--- src/rtl/count_down_timer_pkg.sv ---
// rtl/count_down_timer_pkg.sv - shared state encoding and 7-segment constants for the countdown timer
package count_down_timer_pkg;

    typedef enum logic [1:0] {
        IDLE,
        RUN,
        DONE
    } state_e;

    localparam logic [7:0] SEG_BLANK = 8'hFF;

    // Active-low {dp,g,f,e,d,c,b,a}; element 0 is the pattern for digit 0.
    localparam logic [9:0][7:0] DIGIT_CODES = {
        8'h90, 8'h80, 8'hF8, 8'h82, 8'h92,
        8'h99, 8'hB0, 8'hA4, 8'hF9, 8'hC0
    };

endpackage

--- src/rtl/count_down_timer_if.sv ---
// rtl/count_down_timer_if.sv - level/start/timebase inputs and display/done outputs of the timer
interface count_down_timer_if;
    logic       Clk1Hz;
    logic [3:0] curLevel;
    logic       start;
    logic       doneCounting;
    logic [7:0] seg0;
    logic [7:0] seg1;

    modport master (
        output Clk1Hz, curLevel, start,
        input  doneCounting, seg0, seg1
    );

    modport slave (
        input  Clk1Hz, curLevel, start,
        output doneCounting, seg0, seg1
    );
endinterface

--- src/rtl/count_down_timer_seg7_decode.sv ---
// rtl/count_down_timer_seg7_decode.sv - 4-bit digit to active-low 7-segment pattern, blank above 9
module seg7_decode
    import count_down_timer_pkg::*;
(
    input  logic [3:0] digit_i,
    output logic [7:0] seg_o
);
    always_comb begin
        seg_o = SEG_BLANK;
        if (digit_i <= 4'd9) begin
            seg_o = DIGIT_CODES[digit_i];
        end
    end
endmodule

--- src/rtl/count_down_timer.sv ---
// rtl/count_down_timer.sv - level-scaled seconds countdown with two-digit display and done pulse
module count_down_timer
    import count_down_timer_pkg::*;
#(
    parameter int unsigned BASE_SECONDS = 20,
    parameter int unsigned SYNC_STAGES  = 2
) (
    input  logic              Clk100M,
    input  logic              Rst_n,
    count_down_timer_if.slave bus
);
    logic [SYNC_STAGES-1:0] sync_q;
    logic                   sync_prev_q;
    logic                   tick_q;
    logic                   start_q;
    logic                   start_edge;
    state_e                 state_q, state_d;
    logic [6:0]             count_q, count_d;
    logic                   done_q, done_d;
    logic [7:0]             seg0_q, seg0_d;
    logic [7:0]             seg1_q, seg1_d;
    logic [6:0]             rem;
    logic [3:0]             ones_digit;
    logic [3:0]             tens_digit;
    logic [7:0]             ones_code;
    logic [7:0]             tens_code;

    assign start_edge = bus.start & ~start_q;

    // Clk1Hz is treated purely as asynchronous data; the tick is registered after edge detection.
    always_ff @(posedge Clk100M or negedge Rst_n) begin
        if (!Rst_n) begin
            sync_q      <= '0;
            sync_prev_q <= 1'b0;
            tick_q      <= 1'b0;
            start_q     <= 1'b0;
        end else begin
            sync_q[0] <= bus.Clk1Hz;
            for (int i = 1; i < SYNC_STAGES; i++) begin
                sync_q[i] <= sync_q[i-1];
            end
            sync_prev_q <= sync_q[SYNC_STAGES-1];
            tick_q      <= sync_q[SYNC_STAGES-1] & ~sync_prev_q;
            start_q     <= bus.start;
        end
    end

    always_ff @(posedge Clk100M or negedge Rst_n) begin
        if (!Rst_n) begin
            state_q <= IDLE;
            count_q <= '0;
            done_q  <= 1'b0;
            seg0_q  <= SEG_BLANK;
            seg1_q  <= SEG_BLANK;
        end else begin
            state_q <= state_d;
            count_q <= count_d;
            done_q  <= done_d;
            seg0_q  <= seg0_d;
            seg1_q  <= seg1_d;
        end
    end

    // A start edge always wins over a coincident tick.
    always_comb begin
        state_d = state_q;
        count_d = count_q;
        done_d  = 1'b0;
        if (start_edge) begin
            count_d = 7'(BASE_SECONDS) - {3'b000, bus.curLevel};
            state_d = RUN;
        end else if (state_q == RUN && tick_q) begin
            if (count_q > 7'd1) begin
                count_d = count_q - 7'd1;
            end else begin
                count_d = '0;
                state_d = DONE;
                done_d  = 1'b1;
            end
        end
    end

    // count never exceeds 99, so nine conditional subtractions split tens from ones.
    always_comb begin
        rem        = count_q;
        tens_digit = '0;
        for (int i = 0; i < 9; i++) begin
            if (rem >= 7'd10) begin
                rem        = rem - 7'd10;
                tens_digit = tens_digit + 4'd1;
            end
        end
        ones_digit = 4'(rem);
    end

    seg7_decode u_ones (.digit_i(ones_digit), .seg_o(ones_code));
    seg7_decode u_tens (.digit_i(tens_digit), .seg_o(tens_code));

    always_comb begin
        seg0_d = SEG_BLANK;
        seg1_d = SEG_BLANK;
        if (state_q != IDLE) begin
            seg0_d = ones_code;
            if (count_q >= 7'd10) begin
                seg1_d = tens_code;
            end
        end
    end

    assign bus.doneCounting = done_q;
    assign bus.seg0         = seg0_q;
    assign bus.seg1         = seg1_q;
endmodule

--- src/flat_wrapper.sv ---
// flat-port wrapper written by rule: the top's interface ports become plain ports
module count_down_timer_flat import count_down_timer_pkg::*;
#(
    parameter int unsigned BASE_SECONDS = 20,
    parameter int unsigned SYNC_STAGES  = 2
)
  (Clk100M, Rst_n, bus_Clk1Hz, bus_curLevel, bus_start, bus_doneCounting, bus_seg0, bus_seg1);
  count_down_timer_if bus_i ();
  input  logic Clk100M;
  input  logic Rst_n;
  input wire logic [$bits(bus_i.Clk1Hz)-1:0] bus_Clk1Hz;
  input wire logic [$bits(bus_i.curLevel)-1:0] bus_curLevel;
  input wire logic [$bits(bus_i.start)-1:0] bus_start;
  output wire logic [$bits(bus_i.doneCounting)-1:0] bus_doneCounting;
  output wire logic [$bits(bus_i.seg0)-1:0] bus_seg0;
  output wire logic [$bits(bus_i.seg1)-1:0] bus_seg1;
  assign bus_i.Clk1Hz = bus_Clk1Hz;
  assign bus_i.curLevel = bus_curLevel;
  assign bus_i.start = bus_start;
  assign bus_doneCounting = bus_i.doneCounting;
  assign bus_seg0 = bus_i.seg0;
  assign bus_seg1 = bus_i.seg1;
  count_down_timer #(.BASE_SECONDS(BASE_SECONDS), .SYNC_STAGES(SYNC_STAGES)) u_core (.Clk100M(Clk100M), .Rst_n(Rst_n), .bus(bus_i));
endmodule
--- config.mk ---
export PLATFORM = sky130hd
export DESIGN_NAME = count_down_timer_flat
export DESIGN_NICKNAME = d
export VERILOG_FILES = /design/src/rtl/count_down_timer_pkg.sv /design/src/rtl/count_down_timer_if.sv /design/src/rtl/count_down_timer_seg7_decode.sv /design/src/rtl/count_down_timer.sv /design/src/flat_wrapper.sv
export SDC_FILE = /design/constraint.sdc
export NUM_CORES = 1
export LEC_CHECK = 0
export ABC_CLOCK_PERIOD_IN_PS = 12400
export BUFFER_PORTS_ARGS = -buffer_cell sky130_fd_sc_hd__buf_4
export CAP_MARGIN = 10
export CORE_AREA = 2 2 91 93
export DETAILED_ROUTE_END_ITERATION = 16
export DIE_AREA = 0 0 93 95
export PLACE_DENSITY = 0.65
export RECOVER_POWER = 100
export SLEW_MARGIN = 5
export SYNTH_ARGS = -nofsm -noshare
export SYNTH_HDL_FRONTEND = slang
export SYNTH_HIERARCHICAL = 1
export SYNTH_SLANG_ARGS = --single-unit
--- constraint.sdc ---
create_clock -name Clk100M -period 12.4 [get_ports Clk100M]
set_clock_uncertainty 0.2 [all_clocks]
set_input_delay 2.48 -clock Clk100M [delete_from_list [all_inputs] [get_ports Clk100M]]
set_output_delay 2.48 -clock Clk100M [all_outputs]
set_load 0.05 [all_outputs]
## Word-level counts from Yosys, hierarchy flattened

Memories as Yosys holds them, arrays and structs flattened.
Index checks and enable logic that the tools add are counted.

- Register bits after elaboration: 31
- Memories kept: 2
- Bits of input ports: 8
- ROM bits: 256

Memory list:

| name | depth | bits a word | read ports | clocked after Yosys merged registers in | write ports | RTL line | RTL |
|---|---|---|---|---|---|---|---|
| (no name shown) | 16 | 8 | 1 | 0 | 0 | count_down_timer_seg7_decode.sv:11 | `seg_o = DIGIT_CODES[digit_i];` |
| (no name shown) | 16 | 8 | 1 | 0 | 0 | count_down_timer_seg7_decode.sv:11 |  |

- Equal/unequal tests: 2
- Multiplexer cells: 34
- Add/subtract/negate cells: 19
- Reductions and logical operators: 4
- Bitwise logic cells: 4
- Magnitude comparators: 14

Operator list:

| cell | count |
|---|---|
| 7-bit 2-to-1 mux | 11 |
| 7-bit by 4-bit >= comparator with 1-bit output, second input constant | 9 |
| 8-bit 2-to-1 mux | 7 |
| 7-bit by 4-bit subtractor with 7-bit output, second input constant | 8 |
| 4-bit 2-to-1 mux | 9 |
| 4-bit by 1-bit adder with 4-bit output, second input constant | 8 |
| 4-bit by 5-bit less-than comparator with 1-bit output, second input constant | 2 |
| 4-bit <= comparator, second input constant | 2 |
| 7-bit by 1-bit > comparator with 1-bit output, second input constant | 1 |
| 7-bit by 1-bit subtractor with 7-bit output, second input constant | 1 |
| 2-bit 2-to-1 mux | 3 |
| 5-bit by 4-bit subtractor with 6-bit output, first input constant | 1 |
| 1-bit 2-to-1 mux | 4 |
| 2-bit nonzero test | 2 |
| 4-bit subtractor, second input constant | 1 |
| 1-bit AND | 2 |
| 2-bit by 1-bit equality test with 1-bit output, second input constant | 1 |
| 2-bit by 1-bit inequality test with 1-bit output, second input constant | 1 |
| 1-bit NOT | 2 |
| 2-bit AND reduction | 1 |
| 1-bit logical AND | 1 |

## Longest topological paths before layout

Gate-level depths: netlist (run 1).

- Depth after elaboration: 23
- Mapped depth: 41
- Mapped depth without buffers: 38

## Modules after synthesis

The synthesis (run 1) kept the hierarchy.

Modules (own cells, without submodules):

| module | times used | sequential area each (um^2) | cells an instance | area an instance (um^2) |
|---|---|---|---|---|
| count_down_timer | 1 | 795.8 | 419 | 3433.3 |
| seg7_decode | 2 | 0.0 | 32 | 217.7 |

## Worst setup path before layout (run 1)

Ideal clock, no wire load.

- Path type: register to register
- From: register u_core.count_q[1]
- To: register u_core.seg1_q[3] (netlist: u_core/bus.seg1[3])
- Arrival: 8.609 ns
- Buffers on the path: 1
- Library setup time: 0.088 ns
- Setup slack: 3.504 ns
- Cell stages (with the launch flop): 39
- Required time: 12.112 ns
- Cell sequence: dfrtp_1 > buf_2 > inv_1 > ha_1 > and2b_1 > a21oi_1 > a211oi_2 > nor2_1 > o31a_1 > o31ai_2 > a311oi_1 > or4_4 > o22ai_4 > nor4_1 > o32ai_4 > o21ai_0 > xnor2_1 > inv_1 > [... 3 more ...] > nand2_1 > a21oi_1 > inv_1 > ha_1 > nor2b_1 > nand2b_1 > a2111oi_4 > mux2i_1 > ha_1 > a211oi_1 > a311oi_4 > mux2_1 > inv_1 > ha_1 > o21bai_1 > a22oi_2 > o21ai_1 > or3_1

- Word-level cells in the longest chain between the ends: 23

RTL lines:

| what | RTL line | RTL |
|---|---|---|
| start, declared | count_down_timer.sv:18 | `logic [6:0] count_q, count_d;` |
| start signal, assigned | count_down_timer.sv:57 | `count_q <= count_d;` |
| 7-bit by 4-bit subtractor with 7-bit output / 7-bit by 4-bit >= comparator with 1-bit output (equally long branches) | count_down_timer.sv:89, count_down_timer.sv:88 |  |
| 7-bit 2-to-1 mux / 1-bit 2-to-1 mux (equally long branches) | count_down_timer.sv:88 | `if (rem >= 7'd10) begin` |
| 7-bit by 4-bit subtractor with 7-bit output (tied with other cells) | count_down_timer.sv:89 | `rem = rem - 7'd10;` |
| 7-bit 2-to-1 mux / 4-bit 2-to-1 mux (equally long branches) | count_down_timer.sv:88 |  |
| 7-bit by 4-bit subtractor with 7-bit output (tied with other cells) | count_down_timer.sv:89 |  |
| 7-bit 2-to-1 mux / 4-bit 2-to-1 mux (equally long branches) | count_down_timer.sv:88 |  |
| 7-bit by 4-bit subtractor with 7-bit output (tied with other cells) | count_down_timer.sv:89 |  |
| 7-bit 2-to-1 mux / 4-bit 2-to-1 mux (equally long branches) | count_down_timer.sv:88 |  |
| [... 10 more ...] | -- |  |
| net u_core.tens_digit[1] | count_down_timer.sv:24 | `logic [3:0] tens_digit;` |
| memory read 16 x 8 bit | -- |  |
| 8-bit 2-to-1 mux (not written as such) | count_down_timer_seg7_decode.sv:11 |  |
| 8-bit 2-to-1 mux * | count_down_timer_seg7_decode.sv:10 | `if (digit_i <= 4'd9) begin` |
| net u_core.tens_code[3] | count_down_timer.sv:26 | `logic [7:0] tens_code;` |
| 8-bit 2-to-1 mux * | count_down_timer.sv:104 | `if (count_q >= 7'd10) begin` |
| 8-bit 2-to-1 mux * | count_down_timer.sv:102 | `if (state_q != IDLE) begin` |
| net u_core.seg1_d[3] | count_down_timer.sv:21 | `logic [7:0] seg1_q, seg1_d;` |
| end signal, assigned | count_down_timer.sv:60 | `seg1_q <= seg1_d;` |
| end, declared | count_down_timer.sv:21 |  |

Mark *: on every way through the listed nets, which the timed path passes. The rest lies on a longest branch. The select of a mux whose other input is x is not followed.
A chain may end at the register's enable or synchronous reset.

## Final worst setup path (run 1)

- From: register u_core.count_q[1]
- To: register u_core.seg1_q[6] (netlist: u_core/bus.seg1[6])

The elaborated chain is that of the path after synthesis.

==> results of run 1 <==
-- area by class of cell --
class / count / area (sq um)
fillers: 827 / 3830
multi-input cells: 406 / 2840
flip-flops and latches: 31 / 796
well taps: 105 / 131
repair buffers: 24 / 113
inverters: 26 / 97.6
clock buffers: 5 / 68.8
clock inverters: 3 / 43.8
-- cell usage after synthesis, types with 10 or more instances --
cell / number
sky130_fd_sc_hd__nor2b_1: 10
sky130_fd_sc_hd__xnor2_1: 22
sky130_fd_sc_hd__nor3_1: 14
sky130_fd_sc_hd__o21ai_1: 10
sky130_fd_sc_hd__nor2_1: 37
sky130_fd_sc_hd__a21oi_1: 46
sky130_fd_sc_hd__mux2i_1: 11
sky130_fd_sc_hd__xor2_1: 15
sky130_fd_sc_hd__nand3_1: 10
sky130_fd_sc_hd__dfstp_2: 16
sky130_fd_sc_hd__or3_1: 14
sky130_fd_sc_hd__nand2_1: 41
sky130_fd_sc_hd__dfrtp_1: 15
sky130_fd_sc_hd__ha_1: 27
sky130_fd_sc_hd__inv_1: 24
sky130_fd_sc_hd__buf_2: 10
sky130_fd_sc_hd__o21ai_0: 19
-- flip-flops by register name, summed over array words and instances (netlist names) --
name / cells
u_core/bus.doneCounting: 1
u_core/bus.seg0: 8
u_core/bus.seg1: 8
u_core/count_q: 7
u_core/start_q: 1
u_core/state_q: 2
u_core/sync_prev_q: 1
u_core/sync_q: 2
u_core/tick_q: 1
-- logic make-up (layout without fill, tap and decap cells) --
group,after synthesis,count (layout)
simple gates,180,180
compound gates,141,141
buf+inv,46,58
flops,31,31
xor+xnor,37,37
other cells,2,2
fa+ha+maj,27,27
mux,19,19
-- metrics by stage --
stage | util (%) | hold WS (ps) | setup WS [ps] | instances
finish | 51.6 | 155 | 1420 | 600
detailed placement | 51.3 | 139 | 1770 | 592
global route | 51.6 | 163 | 450 | 600
floorplan | - | 131 | 3500 | 483
CTS | 52.7 | 158 | 1740 | 600
global placement | 51.3 | 135 | 1890 | 592
-- worst max-delay path: cells and delay by family (launching register included) --
| family | cells | cell delay (ps) |
|---|---|---|
| multiplexers | 2 | 440 |
| flip-flops | 1 | 720 |
| AND/OR/NAND/NOR | 11 | 2750 |
| AO/OA/AOI/OAI | 14 | 4580 |
| buffers and inverters | 3 | 350 |
| XOR/XNOR | 2 | 820 |
| adder cells (fa/ha/maj) | 4 | 1030 |
-- final timing paths --
kind	end	slack [ps]	cells after the start
worst max register to register	u_core/bus.seg1[6]$_DFF_PN1_	1420	36
min in group asynchronous	u_core/state_q[0]$_DFFE_PN0P_	2340	1
worst max-delay path	u_core/bus.seg1[6]$_DFF_PN1_	1420	36
max in group asynchronous	u_core/state_q[1]$_DFFE_PN0P_	8780	1
worst min-delay path	u_core/sync_q[1]$_DFF_PN0_	150	0
worst min register to register	u_core/sync_q[1]$_DFF_PN0_	150	0
-- metal layers --
metal | vias to the layer above | GRT usage [%] | wire length [um]
met1 | 1604 | 26.3 | 3930
met3 | 7 | 2.23 | 363
met4 | 0 | 5.02 | 93
li1 | 1771 | - | -
met2 | 90 | 33.9 | 3960
met5 | - | 0 | 0
-- layout by cell type, fill, tap and decap left out, types with 3 or more instances in the layout --
cell and count:
sky130_fd_sc_hd__a21oi_1 46, sky130_fd_sc_hd__nand2_1 41, sky130_fd_sc_hd__nor2_1 37, sky130_fd_sc_hd__ha_1 27, sky130_fd_sc_hd__inv_1 24, sky130_fd_sc_hd__xnor2_1 22
sky130_fd_sc_hd__o21ai_0 22, sky130_fd_sc_hd__clkbuf_1 18, sky130_fd_sc_hd__dfstp_2 16, sky130_fd_sc_hd__xor2_1 15, sky130_fd_sc_hd__dfrtp_1 15, sky130_fd_sc_hd__or3_1 14
sky130_fd_sc_hd__nor3_1 14, sky130_fd_sc_hd__mux2i_1 11, sky130_fd_sc_hd__nor2b_1 10, sky130_fd_sc_hd__nand3_1 10, sky130_fd_sc_hd__nand2b_1 9, sky130_fd_sc_hd__or2_2 9
sky130_fd_sc_hd__o21ai_1 7, sky130_fd_sc_hd__a211oi_1 7, sky130_fd_sc_hd__a31oi_1 6, sky130_fd_sc_hd__mux2_2 6, sky130_fd_sc_hd__clkbuf_8 5, sky130_fd_sc_hd__buf_4 4
sky130_fd_sc_hd__o31ai_1 4, sky130_fd_sc_hd__and2_1 4, sky130_fd_sc_hd__o22ai_1 4, sky130_fd_sc_hd__nand4_1 4, sky130_fd_sc_hd__nor3b_1 4, sky130_fd_sc_hd__or2_1 3
sky130_fd_sc_hd__a221oi_1 3, sky130_fd_sc_hd__o211a_1 3, sky130_fd_sc_hd__a21o_1 3, sky130_fd_sc_hd__and3_1 3
==> key figures, run 1 <==
Status
  • Result of the run: complete, but fails checks
  • Violations in the final reports: capacitance limit

Worst setup path
  • Critical path required time: 12400 ps
  • Start point of the critical path: u_core/count_q[1]$_DFFE_PN0P_
  • Worst setup path class: reg -> reg
  • Reg2Reg Launch Point: u_core/count_q[1]$_DFFE_PN0P_
  • Worst Path Arrival: ~11000 ps
  • Delay of the slowest cell on the worst path: 1040 ps
  • Endpoint class of the critical path: register
  • Critical Path Start Type: register
  • CP max FO: 19
  • Dominant cell type by count on the critical path: sky130_fd_sc_hd__ha_1
  • Slowest CP cell: sky130_fd_sc_hd__a2111oi_2

Floorplan
  • Width of the die: 93 um
  • Overall die height: 95 um
  • Core Box Area: roughly 0.0079 sq mm
  • Number of I/O pins: 25
  • Starting density of the core: 48.8%
  • Area enclosed by the die boundary: 0.00884 sq mm
  • Floorplan row count: 33

Drt
  • Routed length per placed instance: ~14 um
  • Drt pass-1 iters: 5
  • 1st-iter DRT viols: around 210
  • Total vias in the final route: roughly 3500
  • Vias per Instance: 5.79
  • Post-DRT Antenna Nets: 0
  • Post-route DRC violation count: 0
  • Final wirelength: 8350 um

Synthesis
  • Synth Area in Compound Gates: 26.3%
  • Synth area leader: sky130_fd_sc_hd__dfstp_2
  • Largest family of logic cells by synthesized area: compound AO/OA/AOI/OAI gates
  • Leading register cell type out of synthesis: sky130_fd_sc_hd__dfstp_2
  • Adder-cell area share of the yosys netlist: 8.73%
  • Dominant cells by area after synthesis: sky130_fd_sc_hd__dfstp_2 11%, sky130_fd_sc_hd__dfrtp_1 9.7%, sky130_fd_sc_hd__ha_1 8.7%
  • Share of flip-flops with an asynchronous set or reset after synthesis: between 90% and 100%
  • Simple-gate portion of the synthesized area: 25.1%
  • Distinct cell type count of the synthesized netlist: 79
  • Share of the synthesized netlist area taken by xor and xnor gates: 8.38%
  • Average cell area after synthesis: 8.01 sq um
  • Netlist area before placement: 0.00387 sq mm
  • Synthesized flop and latch total: 31
  • Count of synthesis-stage warnings from yosys: 6
  • Number of instances in the synthesized netlist: around 480
  • Sequential fraction of the synthesis area: 20.6%
  • Multiplexer share of the synthesized area: 5.24%
  • Share of the synthesized area in the top cell type: 10.9%
  • Number of flops mapped to enable cells by yosys: 0
  • Net count after synthesis: 518

STA
  • Final-layout setup total negative slack: 0 ps
  • Portion of the clock cycle consumed by the worst path in the final layout: a little under 90%
  • Final period demand of the worst path: 10980 ps
  • Relative slew slack: 0.245%
  • Finish-stage setup viols: 0
  • Final Max Slew Viols: 0
  • Actual slew at the worst max-slew pin: 1500 ps
  • RSZ-0062 raised after global routing: no
  • Final hold viol count: 0
  • Maximum clock frequency: roughly 91 MHz

Global routing
  • Gr ovfl total: 0
  • Total global routing track utilization: 19.7%
  • Via count of the first global-routing pass: 3128
  • Pin count of the biggest net entering global routing: 32
  • Initial antenna violation count: 0
  • Global-route wire length before repair: about 14000 um

Place
  • Half-perimeter wire length after placement: 6410 um
  • Count of input and output buffers: 24
  • Instance area after placement: 0.00407 sq mm
  • Last weighted congestion value of the routability-driven placer: ~0.9

Clock network
  • Clock buffer count from CTS: 5
  • Post-CTS Hold Fix Bufs: 0
  • Number of H-tree levels: 2
  • Number of setup buffers added after CTS: 0
  • CTS root buffer: sky130_fd_sc_hd__clkbuf_8
  • Sink Count: 31
  • Total of cells resized after clock tree synthesis: 0
  • Clock latency of the later-clocked register in the worst-skew pair: 290 ps
  • Clock input transition at the sequential cells of the worst setup and hold paths: ~80 ps
  • CTS tree: yes
  • Buffer depth of the longest clock path: 2

Run
  • Max Cap Violations: 1

Finish
  • Area grow syn2layout: 5.82%
  • Share of post-route cells with drive strength above 1: a little over an eighth
  • Final Instance Area: 0.00409 sq mm
  • Inserted Diodes: 0
  • Count of nets after finishing: about 530

Min path
  • Class of the worst hold path: reg -> reg
  • Hold Crit Start: u_core/sync_q[0]$_DFF_PN0_
Power of run 1 is left out: the tool's default activity adds up to more than one toggle a clock period on the data nets, which glitch-free logic cannot reach.
==> run 2: changes to the inputs <==
Settings changed: CORE_AREA 2 2 91 93 to 2 2 75 113, DIE_AREA 0 0 93 95 to 0 0 77 115.
==> run 2 against run 1 <==
The run ends with capacitance limit, slew limit left. Register-to-register slack about the same. Routed wire length up 7.3%. Sequential cell count unchanged. Die area up 0.23%. Global-route usage up 0.96 points. Sequential share of layout area down 0.27 points.
==> key figures, run 2 (synthesis results as in run 1) <==
Status
  • Result of the run: complete, but fails checks
  • Violations in the final reports: capacitance limit, slew limit

Clock network
  • Sink Count: 31
  • Total of cells resized after clock tree synthesis: 0
  • CTS tree: yes
  • CTS root buffer: sky130_fd_sc_hd__clkbuf_16
  • Clock input transition at the sequential cells of the worst setup and hold paths: 50 ps
  • Number of H-tree levels: 2
  • Clock latency of the later-clocked register in the worst-skew pair: 280 ps
  • Number of setup buffers added after CTS: 0
  • Buffer depth of the longest clock path: 2
  • Post-CTS Hold Fix Bufs: 0
  • Clock buffer count from CTS: 5

Min path
  • Class of the worst hold path: reg -> reg

Worst setup path
  • CP max FO: 19
  • Delay of the slowest cell on the worst path: just over 1000 ps
  • Critical Path Start Type: register
  • Slowest CP cell: sky130_fd_sc_hd__a2111oi_2
  • Critical path required time: 12400 ps
  • Dominant cell type by count on the critical path: sky130_fd_sc_hd__ha_1
  • Worst setup path class: reg -> reg
  • Endpoint class of the critical path: register
  • Worst Path Arrival: 10980 ps

Drt
  • 1st-iter DRT viols: 150
  • Routed length per placed instance: 14.9 um
  • Post-route DRC violation count: 0
  • Drt pass-1 iters: 4
  • Final wirelength: 8960 um
  • Vias per Instance: 5.77
  • Total vias in the final route: 3463
  • Post-DRT Antenna Nets: 0

Run
  • Max Cap Violations: 1

STA
  • Finish-stage setup viols: 0
  • Portion of the clock cycle consumed by the worst path in the final layout: 88.6%
  • Relative slew slack: -1.12%
  • Final Max Slew Viols: 32
  • Actual slew at the worst max-slew pin: 1520 ps
  • Final period demand of the worst path: approximately 11000 ps
  • Maximum clock frequency: approximately 90 MHz
  • Final WS setup: between 1000 and 1500 ps
  • Final-layout worst hold slack: 155 ps
  • Final-layout setup total negative slack: 0 ps
  • Final hold viol count: 0
  • RSZ-0062 raised after global routing: no

Floorplan
  • Starting density of the core: 48.9%
  • Width of the die: 77 um
  • Area enclosed by the die boundary: between 0.008 and 0.009 sq mm
  • Number of I/O pins: 25
  • Core Box Area: 0.00791 sq mm
  • Overall die height: 115 um
  • Floorplan row count: 40

Finish
  • Share of post-route cells with drive strength above 1: 13.3%
  • Area grow syn2layout: 7.31%
  • Commonest cells after routing, fill and taps aside: 46 x sky130_fd_sc_hd__a21oi_1, 41 x sky130_fd_sc_hd__nand2_1, 37 x sky130_fd_sc_hd__nor2_1
  • Number of fill cells: ~790
  • Final instance count without filler cells: 600
  • Inserted Diodes: 0
  • Most common cell after layout, fill and taps aside: sky130_fd_sc_hd__a21oi_1
  • Count of nets after finishing: 529

Place
  • Last weighted congestion value of the routability-driven placer: 0.904
  • Placed Instances: between 500 and 600
  • Count of input and output buffers: 24
  • Setup Slack @ Placement: about 1800 ps
  • Half-perimeter wire length after placement: around 7000 um

Global routing
  • Global-route wire length before repair: 15100 um
  • Total global routing track utilization: slightly above 20%
  • Via count of the first global-routing pass: roughly 3400
  • Gr ovfl total: 0
  • Pin count of the biggest net entering global routing: 32
  • Initial antenna violation count: 0
-- run 2: worst max-delay path, delay by kind of cell, from the launching register on --
| kind | cells | cell delay (ps) |
|---|---|---|
| xor+xnor | 1 | 230 |
| simple gates | 10 | 2590 |
| fa+ha+maj | 4 | 1030 |
| buf+inv | 3 | 360 |
| flops | 1 | 700 |
| mux | 3 | 1210 |
| compound gates | 14 | 4520 |
-- run 2: area by class of cell --
cell class | count | area (sq um) | area share [%]
Clock buffer | 6 | 139 | 3.35
Clock inverter | 2 | 35.0 | 0.844
Tap cell | 105 | 131 | 3.16
Inverter | 26 | 97.6 | 2.35
Sequential cell | 31 | 796 | 19.2
Timing Repair Buffer | 24 | 113 | 2.71
Multi-Input combinational cell | 406 | 2840 | 68.4
-- run 2: per-layer routing --
metal / vias to the layer above / part of all wire [%] / track usage (%)
li1: 1766 / - / -
met1: 1627 / 41 / 21.7
met2: 54 / 55 / 40.5
met3: 16 / 2.0 / 1.49
met4: 0 / 2.5 / 11.0
met5: - / 0 / 0
-- run 2: final timing paths --
path	cells past startpoint	slack [ps]	start	end
max in group asynchronous	1	8750	Rst_n	u_core/count_q[5]$_DFFE_PN0P_
worst min register to register	0	150	u_core/sync_q[0]$_DFF_PN0_	u_core/sync_q[1]$_DFF_PN0_
worst min-delay path	0	150	u_core/sync_q[0]$_DFF_PN0_	u_core/sync_q[1]$_DFF_PN0_
worst max-delay path	35	1420	u_core/count_q[1]$_DFFE_PN0P_	u_core/bus.seg0[6]$_DFF_PN1_
min in group asynchronous	1	2370	Rst_n	u_core/sync_q[0]$_DFF_PN0_
worst max register to register	35	1420	u_core/count_q[1]$_DFFE_PN0P_	u_core/bus.seg0[6]$_DFF_PN1_
-- run 2: per-stage QoR --
step | utilization, % | area, sq um
floorplan | - | 3870
global placement | 51.4 | 4070
detailed placement | 51.4 | 4070
CTS | 53.6 | 4240
global route | 52.5 | 4150
finish | 52.5 | 4150
Power of run 2 is left out for the same reason.
==> run 3: changes to the inputs <==
Settings changed: ABC_CLOCK_PERIOD_IN_PS 12400 to 11600, CORE_AREA 2 2 75 113 to 2 2 79 119, DIE_AREA 0 0 77 115 to 0 0 81 121, PLACE_DENSITY 0.65 to 0.59.
Clock period 12.4 ns to 11.6 ns, I/O delays scaled along.
==> run 3 against run 2 <==
The run still ends with capacitance limit, slew limit left. Clock-buffer cell count decreased by 1. Hold slack improved by 6.5 ps. Worst setup slack lost 500 ps. Critical path depth up 2. First-iteration DRC count rose by 2.7%. Sequential cell count did not move. Cell area grew 0.72%. Via count up 1.6%. Global-route usage fell by 0.95 points. Critical path type unchanged. Largest cell class unchanged.
==> key figures, run 3 (synthesis results as in run 1) <==
Clock network
  • Buffer depth of the longest clock path: 2
  • Clock input transition at the sequential cells of the worst setup and hold paths: about 50 ps
  • Number of H-tree levels: 2
  • CTS tree: yes
  • Clock latency of the later-clocked register in the worst-skew pair: 270 ps
  • Post-CTS Hold Fix Bufs: 0
  • Number of setup buffers added after CTS: 0
  • Sink Count: 31
  • CTS root buffer: sky130_fd_sc_hd__clkbuf_16
  • Clock buffer count from CTS: 5

STA
  • Actual slew at the worst max-slew pin: 1640 ps
  • Maximum clock frequency: 93.6 MHz
  • Final Max Slew Viols: 32
  • Final hold viol count: 0
  • Finish-stage setup viols: 0
  • Final-layout setup total negative slack: 0 ps
  • Final WS setup: roughly 920 ps
  • Relative slew slack: -9.22%
  • RSZ-0062 raised after global routing: no
  • Final period demand of the worst path: ~11000 ps
  • Portion of the clock cycle consumed by the worst path in the final layout: 92.1%

Floorplan
  • Number of I/O pins: 25
  • Overall die height: 121 um
  • Area enclosed by the die boundary: 0.00980 sq mm
  • Floorplan row count: 42
  • Starting density of the core: 44.3%
  • Core Box Area: 0.00872 sq mm
  • Width of the die: around 81 um

Finish
  • Most common cell after layout, fill and taps aside: sky130_fd_sc_hd__a21oi_1
  • Number of fill cells: 863
  • Core utilization of the finished layout: between 40% and 50%
  • Inserted Diodes: 0
  • Count of nets after finishing: 529
  • Area used by multi-input combinational logic: about 0.0029 sq mm
  • Sequential standard cell area: between 700 and 800 sq um
  • Share of post-route cells with drive strength above 1: 13.9%
  • Commonest cells after routing, fill and taps aside: 46 x sky130_fd_sc_hd__a21oi_1, 41 x sky130_fd_sc_hd__nand2_1, 37 x sky130_fd_sc_hd__nor2_1
  • Final instance count without filler cells: 605
  • Area grow syn2layout: 8.09%

Min path
  • Class of the worst hold path: reg -> reg

Worst setup path
  • Worst Path Arrival: 10670 ps
  • Delay of the slowest cell on the worst path: 700 ps
  • CP max FO: 19
  • Worst setup path class: reg -> reg
  • Endpoint class of the critical path: register
  • Critical path required time: 11590 ps
  • Critical Path Start Type: register
  • Slowest CP cell: sky130_fd_sc_hd__dfrtp_1
  • Dominant cell type by count on the critical path: sky130_fd_sc_hd__ha_1

Run
  • Max Cap Violations: 1

Drt
  • Final wirelength: ~9100 um
  • Total vias in the final route: 3517
  • Post-DRT Antenna Nets: 0
  • Vias per Instance: 5.81
  • Drt pass-1 iters: 4
  • Post-route DRC violation count: 0
  • 1st-iter DRT viols: roughly 150
  • Routed length per placed instance: between 15 and 20 um

Place
  • Placed Instances: 597
  • Half-perimeter wire length after placement: 7120 um
  • Count of input and output buffers: 24
  • Setup Slack @ Placement: 800 ps
  • Last weighted congestion value of the routability-driven placer: 0.892

Global routing
  • Pin count of the biggest net entering global routing: 32
  • Initial antenna violation count: 0
  • Via count of the first global-routing pass: 3437
  • Global-route wire length before repair: 15700 um
  • Gr ovfl total: 0
  • Total global routing track utilization: 19.7%

Status
  • Result of the run: complete, but fails checks
  • Violations in the final reports: capacitance limit, slew limit
## run 3: routing by layer
metal | routed length [um] | track usage [%] | up-vias
met1 | 3710 | 21.8 | 1669
met5 | 0 | 0 | -
met3 | 225 | 2.75 | 14
met4 | 145 | 6.36 | 0
met2 | 5060 | 37.3 | 72
li1 | - | - | 1762
## run 3: final cells by class
cell class	count	area share (%)
Inverter	26	2.33
Timing Repair Buffer	24	2.69
Tap cell	110	3.29
Clock inverter	3	1.05
Multi-Input combinational cell	406	68.6
Clock buffer	5	2.99
Sequential cell	31	19.0
## run 3: repair_timing
action,in CTS,in global routing
setup endpoints to repair,0,2
endpoints found under the hold margin,0,0
gates resized for setup,0,1
## run 3: worst paths after layout
path,from,endpoint,slack [ps],depth (start not counted)
setup / recovery,u_core/count_q[1]$_DFFE_PN0P_,u_core/bus.seg1[3]$_DFF_PN1_,920,37
hold reg to reg,u_core/sync_q[1]$_DFF_PN0_,u_core/sync_prev_q$_DFF_PN0_,160,0
hold / removal,u_core/sync_q[1]$_DFF_PN0_,u_core/sync_prev_q$_DFF_PN0_,160,0
setup reg to reg,u_core/count_q[1]$_DFFE_PN0P_,u_core/bus.seg1[3]$_DFF_PN1_,920,37
max in group asynchronous,Rst_n,u_core/state_q[1]$_DFFE_PN0P_,7990,1
min in group asynchronous,Rst_n,u_core/start_q$_DFF_PN0_,2260,1
## run 3: metrics by stage
step	cell area (sq um)	hold slack, ps
final	4180	161
after floorplan	3870	131
after global routing	4180	171
after global placement	4070	141
after CTS	4240	162
after detailed placement	4070	153
## run 3: critical path: cells and delay by family (launching register included)
kind | cells | cell delay, ps
AO/OA/AOI/OAI | 16 | 4590
AND/OR/NAND/NOR | 9 | 2310
adder cells (fa/ha/maj) | 5 | 1290
multiplexers | 2 | 760
flip-flops | 1 | 700
buffers and inverters | 4 | 490
XOR/XNOR | 1 | 240
Power of run 3 is left out for the same reason.
